File: src/rtl/mips_ctrl_pkg.sv
// Shared encodings, state enum and control-word payload for the multicycle MIPS main control.
// Build option: MIPS_CTRL_JUMP_EN adds the JUMP state.
package mips_ctrl_pkg;

    localparam int unsigned OP_W    = 6;
    localparam int unsigned STATE_W = 4;

    localparam logic [OP_W-1:0] OP_RTYPE = 6'b000000;
    localparam logic [OP_W-1:0] OP_LW    = 6'b100011;
    localparam logic [OP_W-1:0] OP_SW    = 6'b101011;
    localparam logic [OP_W-1:0] OP_BEQ   = 6'b000100;
    localparam logic [OP_W-1:0] OP_ADDI  = 6'b001000;
    localparam logic [OP_W-1:0] OP_J     = 6'b000010;

    localparam logic [1:0] ALUOP_ADD   = 2'b00;
    localparam logic [1:0] ALUOP_SUB   = 2'b01;
    localparam logic [1:0] ALUOP_FUNCT = 2'b10;

    localparam logic [1:0] SRCB_RT     = 2'b00;
    localparam logic [1:0] SRCB_FOUR   = 2'b01;
    localparam logic [1:0] SRCB_IMM    = 2'b10;
    localparam logic [1:0] SRCB_IMM_SH = 2'b11;

    localparam logic [1:0] PCSRC_ALU    = 2'b00;
    localparam logic [1:0] PCSRC_ALUOUT = 2'b01;
    localparam logic [1:0] PCSRC_JUMP   = 2'b10;

    typedef enum logic [STATE_W-1:0] {
        S_START  = 4'd0,
        S_FETCH  = 4'd1,
        S_DECODE = 4'd2,
        S_MEMADR = 4'd3,
        S_MEMRD  = 4'd4,
        S_MEMWB  = 4'd5,
        S_MEMWR  = 4'd6,
        S_REXEC  = 4'd7,
        S_RWB    = 4'd8,
        S_BEQ    = 4'd9,
        S_ADDIEX = 4'd10,
        S_ADDIWB = 4'd11
`ifdef MIPS_CTRL_JUMP_EN
        , S_JUMP = 4'd12
`endif
    } state_t;

    typedef struct packed {
        logic       mem_req;
        logic       mem_write;
        logic       iord;
        logic       ir_write;
        logic       pc_en;
        logic [1:0] pc_src;
        logic       reg_dst;
        logic       mem_to_reg;
        logic       reg_write;
        logic       alu_src_a;
        logic [1:0] alu_src_b;
        logic [1:0] alu_op;
    } ctrl_t;

endpackage

File: src/rtl/mips_ctrl_outdec.sv
// Combinational state -> control-word decoder; ir_write/pc_en also follow mem_ready/zero.
// Build option: MIPS_CTRL_JUMP_EN decodes the JUMP state.
module mips_ctrl_outdec
    import mips_ctrl_pkg::*;
(
    input  state_t state_i,
    input  logic   mem_ready_i,
    input  logic   zero_i,
    output ctrl_t  ctrl_o
);

    always_comb begin
        ctrl_o = '0;
        unique case (state_i)
            S_FETCH: begin
                ctrl_o.mem_req   = 1'b1;
                ctrl_o.alu_src_b = SRCB_FOUR;
                ctrl_o.alu_op    = ALUOP_ADD;
                ctrl_o.pc_src    = PCSRC_ALU;
                ctrl_o.ir_write  = mem_ready_i;
                ctrl_o.pc_en     = mem_ready_i;
            end
            S_DECODE: begin
                ctrl_o.alu_src_b = SRCB_IMM_SH;
                ctrl_o.alu_op    = ALUOP_ADD;
            end
            S_MEMADR, S_ADDIEX: begin
                ctrl_o.alu_src_a = 1'b1;
                ctrl_o.alu_src_b = SRCB_IMM;
                ctrl_o.alu_op    = ALUOP_ADD;
            end
            S_MEMRD: begin
                ctrl_o.mem_req = 1'b1;
                ctrl_o.iord    = 1'b1;
            end
            S_MEMWB: begin
                ctrl_o.reg_write  = 1'b1;
                ctrl_o.mem_to_reg = 1'b1;
            end
            S_MEMWR: begin
                ctrl_o.mem_req   = 1'b1;
                ctrl_o.mem_write = 1'b1;
                ctrl_o.iord      = 1'b1;
            end
            S_REXEC: begin
                ctrl_o.alu_src_a = 1'b1;
                ctrl_o.alu_src_b = SRCB_RT;
                ctrl_o.alu_op    = ALUOP_FUNCT;
            end
            S_RWB: begin
                ctrl_o.reg_write = 1'b1;
                ctrl_o.reg_dst   = 1'b1;
            end
            S_BEQ: begin
                ctrl_o.alu_src_a = 1'b1;
                ctrl_o.alu_src_b = SRCB_RT;
                ctrl_o.alu_op    = ALUOP_SUB;
                ctrl_o.pc_src    = PCSRC_ALUOUT;
                ctrl_o.pc_en     = zero_i;
            end
            S_ADDIWB: ctrl_o.reg_write = 1'b1;
`ifdef MIPS_CTRL_JUMP_EN
            S_JUMP: begin
                ctrl_o.pc_src = PCSRC_JUMP;
                ctrl_o.pc_en  = 1'b1;
            end
`endif
            default: ctrl_o = '0;
        endcase
    end

endmodule

File: src/rtl/mips_mc_control.sv
// Multicycle MIPS main control: state register, dispatch, memory stall watchdog, sticky flags.
// Build option: MIPS_CTRL_JUMP_EN enables the j instruction; otherwise opcode 000010 is illegal.
module mips_mc_control
    import mips_ctrl_pkg::*;
#(
    parameter int unsigned MEM_WAIT_MAX = 0
) (
    input  logic       clk,
    input  logic       rst_n,
    input  logic [5:0] op,
    input  logic       zero,
    input  logic       mem_ready,
    output logic       mem_req,
    output logic       mem_write,
    output logic       iord,
    output logic       ir_write,
    output logic       pc_en,
    output logic [1:0] pc_src,
    output logic       reg_dst,
    output logic       mem_to_reg,
    output logic       reg_write,
    output logic       alu_src_a,
    output logic [1:0] alu_src_b,
    output logic [1:0] alu_op,
    output logic       illegal_op,
    output logic       mem_timeout
);

    localparam int unsigned CNT_MAX = (MEM_WAIT_MAX == 0) ? 1 : MEM_WAIT_MAX;
    localparam int unsigned CNT_W   = $clog2(CNT_MAX + 1);

    state_t           state_q, state_d;
    ctrl_t            ctrl;
    logic             ill_q, ill_d, ill_set;
    logic             tmo_q, tmo_d;
    logic [CNT_W-1:0] cnt_q, cnt_d;

    always_ff @(posedge clk or negedge rst_n) begin
        if (!rst_n) begin
            state_q <= S_START;
            ill_q   <= 1'b0;
            tmo_q   <= 1'b0;
            cnt_q   <= '0;
        end else begin
            state_q <= state_d;
            ill_q   <= ill_d;
            tmo_q   <= tmo_d;
            cnt_q   <= cnt_d;
        end
    end

    // Next-state and opcode dispatch; memory states hold until mem_ready.
    always_comb begin
        state_d = state_q;
        ill_set = 1'b0;
        unique case (state_q)
            S_START:  state_d = S_FETCH;
            S_FETCH:  if (mem_ready) state_d = S_DECODE;
            S_DECODE: begin
                case (op)
                    OP_LW, OP_SW: state_d = S_MEMADR;
                    OP_RTYPE:     state_d = S_REXEC;
                    OP_BEQ:       state_d = S_BEQ;
                    OP_ADDI:      state_d = S_ADDIEX;
`ifdef MIPS_CTRL_JUMP_EN
                    OP_J:         state_d = S_JUMP;
`endif
                    default: begin
                        ill_set = 1'b1;
                        state_d = S_FETCH;
                    end
                endcase
            end
            S_MEMADR: state_d = (op == OP_LW) ? S_MEMRD : S_MEMWR;
            S_MEMRD:  if (mem_ready) state_d = S_MEMWB;
            S_MEMWR:  if (mem_ready) state_d = S_FETCH;
            S_REXEC:  state_d = S_RWB;
            S_ADDIEX: state_d = S_ADDIWB;
            S_MEMWB, S_RWB, S_BEQ, S_ADDIWB: state_d = S_FETCH;
`ifdef MIPS_CTRL_JUMP_EN
            S_JUMP:   state_d = S_FETCH;
`endif
            default:  state_d = S_START;
        endcase
    end

    // Consecutive-stall counter saturates; the FSM keeps waiting after a timeout.
    always_comb begin
        cnt_d = cnt_q;
        if (mem_ready) begin
            cnt_d = '0;
        end else if (ctrl.mem_req && (cnt_q != CNT_W'(CNT_MAX))) begin
            cnt_d = cnt_q + CNT_W'(1);
        end
        ill_d = ill_q | ill_set;
        tmo_d = tmo_q | ((MEM_WAIT_MAX != 0) && (cnt_d == CNT_W'(CNT_MAX)));
    end

    mips_ctrl_outdec u_outdec (
        .state_i     (state_q),
        .mem_ready_i (mem_ready),
        .zero_i      (zero),
        .ctrl_o      (ctrl)
    );

    assign mem_req     = ctrl.mem_req;
    assign mem_write   = ctrl.mem_write;
    assign iord        = ctrl.iord;
    assign ir_write    = ctrl.ir_write;
    assign pc_en       = ctrl.pc_en;
    assign pc_src      = ctrl.pc_src;
    assign reg_dst     = ctrl.reg_dst;
    assign mem_to_reg  = ctrl.mem_to_reg;
    assign reg_write   = ctrl.reg_write;
    assign alu_src_a   = ctrl.alu_src_a;
    assign alu_src_b   = ctrl.alu_src_b;
    assign alu_op      = ctrl.alu_op;
    assign illegal_op  = ill_q;
    assign mem_timeout = tmo_q;

endmodule

File: config.mk
export PLATFORM = sky130hd
export DESIGN_NAME = mips_mc_control
export DESIGN_NICKNAME = d
export VERILOG_FILES = /design/src/rtl/mips_ctrl_pkg.sv /design/src/rtl/mips_ctrl_outdec.sv /design/src/rtl/mips_mc_control.sv
export SDC_FILE = /design/constraint.sdc
export NUM_CORES = 1
export LEC_CHECK = 0
export ABC_AREA = 1
export BUFFER_PORTS_ARGS = -buffer_cell sky130_fd_sc_hd__buf_2
export CAP_MARGIN = 20
export CORE_AREA = 4 4 41 43
export DETAILED_ROUTE_END_ITERATION = 10
export DIE_AREA = 0 0 45 47
export PLACE_DENSITY = 0.8
export SKIP_CTS_REPAIR_TIMING = 1
export SYNTH_ARGS = -nofsm -noshare
export SYNTH_HDL_FRONTEND = slang
export SYNTH_SLANG_ARGS = --single-unit
File: constraint.sdc
create_clock -name clk -period 1.7 [get_ports clk]
set_input_delay 0.51 -clock clk [delete_from_list [all_inputs] [get_ports clk]]
set_output_delay 0.51 -clock clk [all_outputs]
set_load 0.01 [all_outputs]
==> impl_metrics.yaml, run 1 <==
synth:
  netlist_area_um2: 527
  synth-seq-area-share_pct: 23.8
  synth_area_per_cell_um2: 5.79
  synth.distinct_cells: 18
  synth_seq_cells: 5
  yosysWarningCount: 0
  syn_inst: 91
setup_path:
  crit_chain: "inv_2, nor2_2, inv_2, nor2_4, nand2_2, o21ai_1, buf_2"
  cp_max_fo: 5
  worstSetupStartpointType: "register"
  slowest_stage: "dfrtp_1"
  crit_top_cell: "inv_2"
  cp-end-kind: "output pin"
  worstSetupPathType: "reg -> out"
  critPathRequiredTime_ns: 1.19
  cpPeakStageDelay_ns: 0.37
  worstPathArrival_ns: 1.33
run_status:
  status: "finished with violations"
  violations: "setup timing"
die:
  die_area_um2: 2120
  core_area_um2: 1300
  die_y_um: 47
  start_util_pct: 40.5
  fp.dieW_um: 45
  rows: 13
  ios: 27
routing:
  wl_per_cell_um: 11.0
  ant_nets: 0
  drc: 0
  via_count: 661
  routed_wl_um: 1510
  first_pass_iters: 4
  drtIter0Drc: 28
  viasPerCell: 4.82
sta:
  fin_ws_ns: -0.142
  fin_crit_ns: 1.84
  setup_violations: 10
  fin_crit_sh_pct: 108
  fmax_ghz: 0.543
  rsz0062_at_grt: "yes"
  fin_skew_ns: 0.00807
  hold_violations: 0
  slew_violations: 0
  setup_tns_ns: -0.735
final_layout:
  fill_cells: 121
  regArea_um2: 128
  area_growth_syn_to_layout_pct: 50.1
  drive_above_1_share_pct: 50.0
  fin_util_pct: 60.8
  layout_common_cells: "buf_2 (21), nand2_1 (19), nand3_1 (11)"
  layout.nets: 133
  mostFrequentLayoutCell: "buf_2"
  multi_input_area_um2: 377
  insertedDiodeCount: 0
place:
  place_congestion: 0.869
  port_buffers: 24
  hpwl_um: 1200
flow_run:
  cap_violations: 0
global_route:
  antenna_found_initial: 0
  grt_overflow: 0
  grt_pass1_wl_um: 2380
  grt_pass1_vias: 601
  grt_max_degree: 7
  grt.total_usage_pct: 15.3
power:
  p_per_area_nw_per_um2: 1480
  ir_drop_mv: 0.756
  leakage_nw: 0.436
clocking:
  cts_buffers: 3
  ctsRootBufferMaster: "clkbuf_4"
  clk_pin_slew_ns: 0.05
  cts_tree: "yes"
  cts_sinks: 5
  ctsLongestPathBuffers: 2
  worstSkewPairLatency_ns: 0.25
  cts-htree-levels: 1
worst_hold_path:
  hold_path_class: "in -> async"
-- final cells by class --
cell class	instances	area share, %
flip-flops and latches	5	16.1
clock buffers	4	3.32
repair buffers	28	21.4
multi-input cells	67	47.6
well taps	15	2.37
inverters	18	9.18
-- cell usage after synthesis --
| cell | count | area share (%) |
|---|---|---|
| nand2_1 | 20 | 14 |
| nor2_1 | 14 | 10 |
| inv_1 | 12 | 8.6 |
| nand3_1 | 11 | 10 |
| inv_2 | 6 | 4.3 |
| nor2_2 | 6 | 7.1 |
| dfrtp_1 | 5 | 24 |
| o21ai_1 | 3 | 2.8 |
| buf_4 | 2 | 2.8 |
| nand2_2 | 2 | 2.4 |
| nand4_1 | 2 | 2.4 |
| o21ai_2 | 2 | 3.3 |
| a21oi_1 | 1 | 0.95 |
| a21oi_2 | 1 | 1.7 |
| conb_1 | 1 | 0.71 |
| nor2_4 | 1 | 2.1 |
| o21ai_0 | 1 | 0.95 |
| o21bai_1 | 1 | 1.4 |
-- through the flow --
| step | area [µm²] | hold slack (ns) | setup slack [ns] | std cells | power (mW) |
|---|---|---|---|---|---|
| finish | 791 | 0.0624 | -0.142 | 137 | 1.17 |
| global route | 791 | 0.0612 | -0.217 | 137 | 1.26 |
| detailed placement | 654 | 0.333 | 0.0648 | 129 | 0.878 |
| CTS | 681 | 0.0651 | -0.215 | 133 | 1.03 |
| floorplan | 531 | 0.214 | 0.136 | 92 | 0.674 |
| global placement | 654 | 0.329 | 0.0580 | 129 | 0.862 |
-- metal layers --
layer	vias up	part of all wire, %	global-route usage (%)
met5	-	0	0
met4	0	3.4	7.02
met3	7	6.2	2.30
met2	32	49	27.1
met1	280	42	18.2
li1	342	-	-
-- cells by family (layout without fill, tap and decap cells) --
| kind of cell | count (synthesis) | in the layout | synth area share (%) |
|---|---|---|---|
| other | 1 | 2 | 0.712 |
| AOI/OAI and AO/OA | 9 | 9 | 11.2 |
| DFF | 5 | 5 | 23.8 |
| buffers and inverters | 20 | 50 | 15.7 |
| and+or+nand+nor | 56 | 56 | 48.7 |
-- flip-flops by register name (all words and copies together), names as in the netlist --
name,count
state_q,4
illegal_op,1
-- final timing paths --
check	from	to	slack [ns]	cells past startpoint
worst min-delay path	rst_n	illegal_op	0.06	1
worst max-delay path	state_q[0]	pc_en	-0.14	7
worst min register to register	illegal_op	illegal_op	0.47	1
min in group clk	mem_ready	state_q[0]	0.46	2
worst max register to register	state_q[0]	state_q[1]	0.50	9
max in group asynchronous	rst_n	state_q[2]	1.48	1
-- power breakdown --
part	total, mW	internal (mW)	switching (mW)
Sequential	0.203	0.161	0.0426
Clock	0.144	0.0891	0.0549
Combinational	0.824	0.303	0.521
Total	1.17	0.553	0.618
-- critical path, delay by kind of cell, from the launching register on --
kind                   cells  cell delay [ns]
buffers and inverters      3             0.32
DFF                        1             0.37
and+or+nand+nor            3             0.31
AOI/OAI and AO/OA          1             0.08
No activity file was read; power rests on OpenSTA's default activity.
==> run 2, diff against run 1 <==
Clock period 1.7 ns to 1.9 ns, I/O delays scaled along.
==> impl_metrics.yaml, run 2 (synthesis gave the netlist of run 1 again) <==
run_status:
  status: "complete, no violations"
routing:
  via_count: 650
  ant_nets: 0
  drtIter0Drc: 21
  wl_met1_um: 637
  viasPerCell: 4.78
  routed.top_layer: "met4"
  first_pass_iters: 4
  wl_per_cell_um: 11.0
  met3_length_um: 78
  routed_wl_um: 1500
  drc: 0
  wl_met2_um: 749
place:
  place_area_um2: 654
  place_congestion: 0.869
  hpwl_um: 1200
  port_buffers: 24
flow_run:
  cap_violations: 0
setup_path:
  worstSetupPathType: "reg -> out"
  r2r_cells: 9
  worstPathArrival_ns: 1.33
  cp_max_fo: 5
  worstSetupStartpointType: "register"
  r2r_setup_slack_ns: 0.70
  critPathRequiredTime_ns: 1.33
  r2r-end: "state_q[1]"
  endpoint: "pc_en"
  cp-end-kind: "output pin"
  startpoint: "state_q[0]"
  timing.rr.start: "state_q[0]"
die:
  die_area_um2: 2120
  rows: 13
  start_util_pct: 40.5
  die_y_um: 47
  fp.dieW_um: 45
  ios: 27
  core_area_um2: 1300
final_layout:
  post-route-cell-area_um2: 754
  mostFrequentLayoutCell: "buf_2"
  largest-register: "state_q"
  largest_reg_flops: 4
  insertedDiodeCount: 0
  area_growth_syn_to_layout_pct: 43.2
  layout.nets: 132
  layout_common_cells: "buf_2 (24), nand2_1 (19), nor2_1 (11), nand3_1 (11), inv_1 (9)"
  drive_above_1_share_pct: 47.9
power:
  ir_drop_mv: 0.647
  power.total_mw: 1.01
  p_per_area_nw_per_um2: 1340
  leakage_nw: 0.429
sta:
  fmax_ghz: 0.527
  slew_violations: 0
  fin_crit_sh_pct: 99.9
  fin_skew_ns: 0.00903
  rsz0062_at_grt: "yes"
  hold_violations: 0
  setup_violations: 0
  fin_crit_ns: 1.90
clocking:
  worstSkewPairLatency_ns: 0.25
  cts_sinks: 5
  ctsLongestPathBuffers: 2
  clk_pin_slew_ns: 0.05
  ctsRootBufferMaster: "clkbuf_4"
  cts_tree: "yes"
  cts-htree-levels: 1
  cts_buffers: 3
global_route:
  grt.total_usage_pct: 15.3
  grt_overflow: 0
  antenna_found_initial: 0
  grt_pass1_wl_um: 2380
  grt_max_degree: 7
  grt_pass1_vias: 601
worst_hold_path:
  hold_path_class: "in -> async"
==> run 2: power by group <==
group          total (mW)  switching (mW)  internal (mW)
Sequential          0.182          0.0387          0.144
Combinational       0.701           0.447          0.254
Clock               0.130          0.0505         0.0798
Total                1.01           0.536          0.477
==> run 2: per-layer routing <==
layer  track usage (%)  vias up
met1              18.2      289
met2              27.1       20
met4              7.02        0
met3              2.30        3
met5                 0        -
li1                  -      338
==> run 2: worst min path at each step <==
stage               slack (ns)  start          to  depth (start not counted)
CTS                       0.13  rst_n  illegal_op                          1
global route              0.12  rst_n  illegal_op                          1
floorplan                 0.27  rst_n  illegal_op                          0
global placement          0.39  rst_n  illegal_op                          1
finish                    0.12  rst_n  illegal_op                          1
detailed placement        0.39  rst_n  illegal_op                          1
==> run 2: worst max-delay path, cell delays in order, from the launching register on <==
cell and delay, ns:
dfrtp_1 0.38, inv_2 0.07, nor2_2 0.14, inv_2 0.09, nor2_4 0.13, nand2_2 0.05
o21ai_1 0.07, buf_2 0.15
==> run 2: stage by stage <==
step           hold WS [ns]  std cells  worst slack (ns)  TNS, ns  utilization [%]
6_report              0.119        136           0.00210        0             58.0
2_1_floorplan         0.274         92             0.276        0                -
3_3_place_gp          0.389        129             0.198        0             50.3
3_5_place_dp          0.393        129             0.205        0             50.3
5_1_grt               0.121        136           -0.0729   -0.298             58.0
4_1_cts               0.125        133           -0.0746   -0.158             52.3
==> run 2: cell type report <==
class	instances	area [µm²]
Sequential cell	5	128
Timing Repair Buffer	27	143
Tap cell	15	18.8
Inverter	18	72.6
Clock buffer	4	26.3
Fill cell	128	547
Multi-Input combinational cell	67	367
==> run 3, diff against run 2 <==
Settings changed: CORE_AREA 4 4 41 43 to not set, CORE_MARGIN set to 4, CORE_UTILIZATION set to 45, DIE_AREA 0 0 45 47 to not set, MAX_ROUTING_LAYER set to met4, PLACE_DENSITY 0.8 to 0.86, SYNTH_HIERARCHICAL set to 1.
==> impl_metrics.yaml, run 3 <==
setup_path:
  worstSetupPathType: "reg -> out"
  worstSetupStartpointType: "register"
  cp_top_family: "flip-flops"
  cp-end-kind: "output pin"
  path_buf_inv: 2
  crit_top_cell: "nand2_1"
  timing.rr.start: "state_q[1]"
  cpPeakStageDelay_ns: 0.45
  r2r_cells: 9
  critPathRequiredTime_ns: 1.33
  cp_max_fo: 6
  r2r-end: "state_q[1]"
  crit_chain: "inv_1, nand2_1, nand2_1, nand2_1, nand2_1, buf_2"
  slowest_stage: "dfrtp_2"
  r2r_setup_slack_ns: 0.54
  worstPathArrival_ns: 1.24
power:
  power.total_mw: 1.11
  p_per_area_nw_per_um2: 1420
  ir_drop_mv: 0.816
  p_sw_share_pct: 54.4
  p_switching_mw: 0.605
  intPower_mw: 0.508
  power_frac_clock_pct: 12.0
  p_comb_share_pct: 68.7
  leakage_nw: 0.467
  p_seq_share_pct: 19.3
place:
  hpwl_um: 1230
  port_buffers: 24
  place_congestion: 0.830
  place_area_um2: 731
  dp_slack_ns: 0.192
final_layout:
  drive_above_1_share_pct: 35.0
  mostFrequentLayoutCell: "nand2_1"
  layout_common_cells: "nand2_1 (33), buf_2 (24), nor2_1 (18)"
  fill_cells: 107
  largest-register: "state_q"
  post-route-cell-area_um2: 782
  insertedDiodeCount: 0
  layout.nets: 148
  largest_reg_flops: 4
  area_growth_syn_to_layout_pct: 30.2
sta:
  slew_violations: 0
  fin_ws_ns: 0.0865
  setup_violations: 0
  fmax_ghz: 0.551
  fin_crit_ns: 1.81
  hold_violations: 0
  fin_skew_ns: 0.000539
  fin_crit_sh_pct: 95.4
global_route:
  antenna_found_initial: 0
  grt_overflow: 0
  grt_pass1_vias: 563
  grt_max_degree: 10
  grt_pass1_wl_um: 2370
  grt.total_usage_pct: 16.7
routing:
  routed_wl_um: 1630
  drc: 0
  first_pass_iters: 4
  ant_nets: 0
  wl_per_cell_um: 10.8
  drtIter0Drc: 26
  viasPerCell: 4.95
  via_count: 747
die:
  die_area_um2: 1980
  die_y_um: 44.5
  rows: 12
  core_area_um2: 1190
  ios: 27
  fp.dieW_um: 44.5
  start_util_pct: 50.6
clocking:
  clk_pin_slew_ns: 0.05
  cts_buffers: 3
  worstSkewPairLatency_ns: 0.25
  cts_sinks: 5
  ctsLongestPathBuffers: 2
  ctsRootBufferMaster: "clkbuf_4"
  cts-htree-levels: 1
  cts_tree: "yes"
synth:
  synth-simple-area-share_pct: 56.3
  synth.distinct_cells: 20
  syn_nets: 118
  synth_edf_count: 0
  syn_inst: 108
  async_flop_share_pct: 100
  synthTopCellsByArea: "dfrtp_1 (21%), nand2_1 (21%), nor2_1 (13%)"
  synth_compound_area_share_pct: 7.92
  muxShareOfSynthArea_pct: 0
  synth_most_common_cell: "nand2_1"
  synth_ff_type: "dfrtp_1"
  synth_top_family_by_area: "simple AND/OR/NAND/NOR gates"
  synth-xor-area-share_pct: 0
  synth_area_per_cell_um2: 5.56
  yosys.area.top_type_share_pct: 20.8
  synth_top_area_cell: "dfrtp_1"
  synth_seq_cells: 5
  synth_commonest_cells: "nand2_1 (33), nor2_1 (20), inv_1 (14), nand3_1 (14), dfrtp_1 (5)"
  synthAdderAreaFrac_pct: 0
  yosysWarningCount: 6
  synth-seq-area-share_pct: 20.8
  netlist_area_um2: 601
flow_run:
  cap_violations: 0
worst_hold_path:
  hold_path_class: "in -> async"
run_status:
  status: "complete, no violations"
[run 3: worst max path at each step]
| stage | startpoint | end | slack (ns) | cells past startpoint |
|---|---|---|---|---|
| after global routing | state_q[1] | reg_write | -0.0003 | 6 |
| final | state_q[1] | reg_write | 0.09 | 6 |
| after detailed placement | state_q[1] | reg_write | 0.19 | 6 |
| after CTS | state_q[1] | reg_write | -0.08 | 6 |
| after global placement | state_q[1] | reg_write | 0.22 | 6 |
| after floorplan | state_q[0] | alu_op[0] | 0.34 | 4 |
[run 3: stage by stage]
step                      hold WS [ns]  setup TNS [ns]  instances  utilization [%]
after floorplan                  0.274               0        108                -
after global placement           0.386               0        145             61.6
after detailed placement         0.389               0        145             61.6
after CTS                        0.123          -0.189        149             63.8
after global routing             0.119       -0.000349        151             65.9
final                            0.129               0        151             65.9
[run 3: power by group through the flow]
stage	registers [mW]	clock network, mW	logic, mW
finish	0.215	0.133	0.764
global route	0.221	0.145	0.847
CTS	0.216	0.139	0.706
detailed placement	0.219	0	0.694
global placement	0.212	0	0.683
floorplan	0.220	0	0.481
[run 3: layout make-up]
cell class | instances | area (µm²) | area share (%)
clock buffers | 4 | 26.3 | 3.36
inverters | 18 | 67.6 | 8.64
multi-input cells | 83 | 398 | 50.9
flip-flops and latches | 5 | 130 | 16.6
well taps | 14 | 17.5 | 2.24
repair buffers | 27 | 143 | 18.2
[run 3: layer usage]
metal	global-route usage (%)	wire, µm	vias up
met4	9.04	33	0
met5	-	0	-
li1	-	-	384
met2	25.8	806	26
met1	21.1	716	333
met3	1.63	77	4
[run 3: worst register-to-register path, delay by kind of cell, from the launching register on]
family | cells | cell delay, ns
AOI/OAI and AO/OA | 1 | 0.12
buffers and inverters | 2 | 0.32
and+or+nand+nor | 6 | 0.36
DFF | 1 | 0.45
[run 3: logic make-up after synthesis]
kind of cell,Yosys count
and+or+nand+nor,75
other,2
buffers and inverters,20
DFF,5
AOI/OAI and AO/OA,6
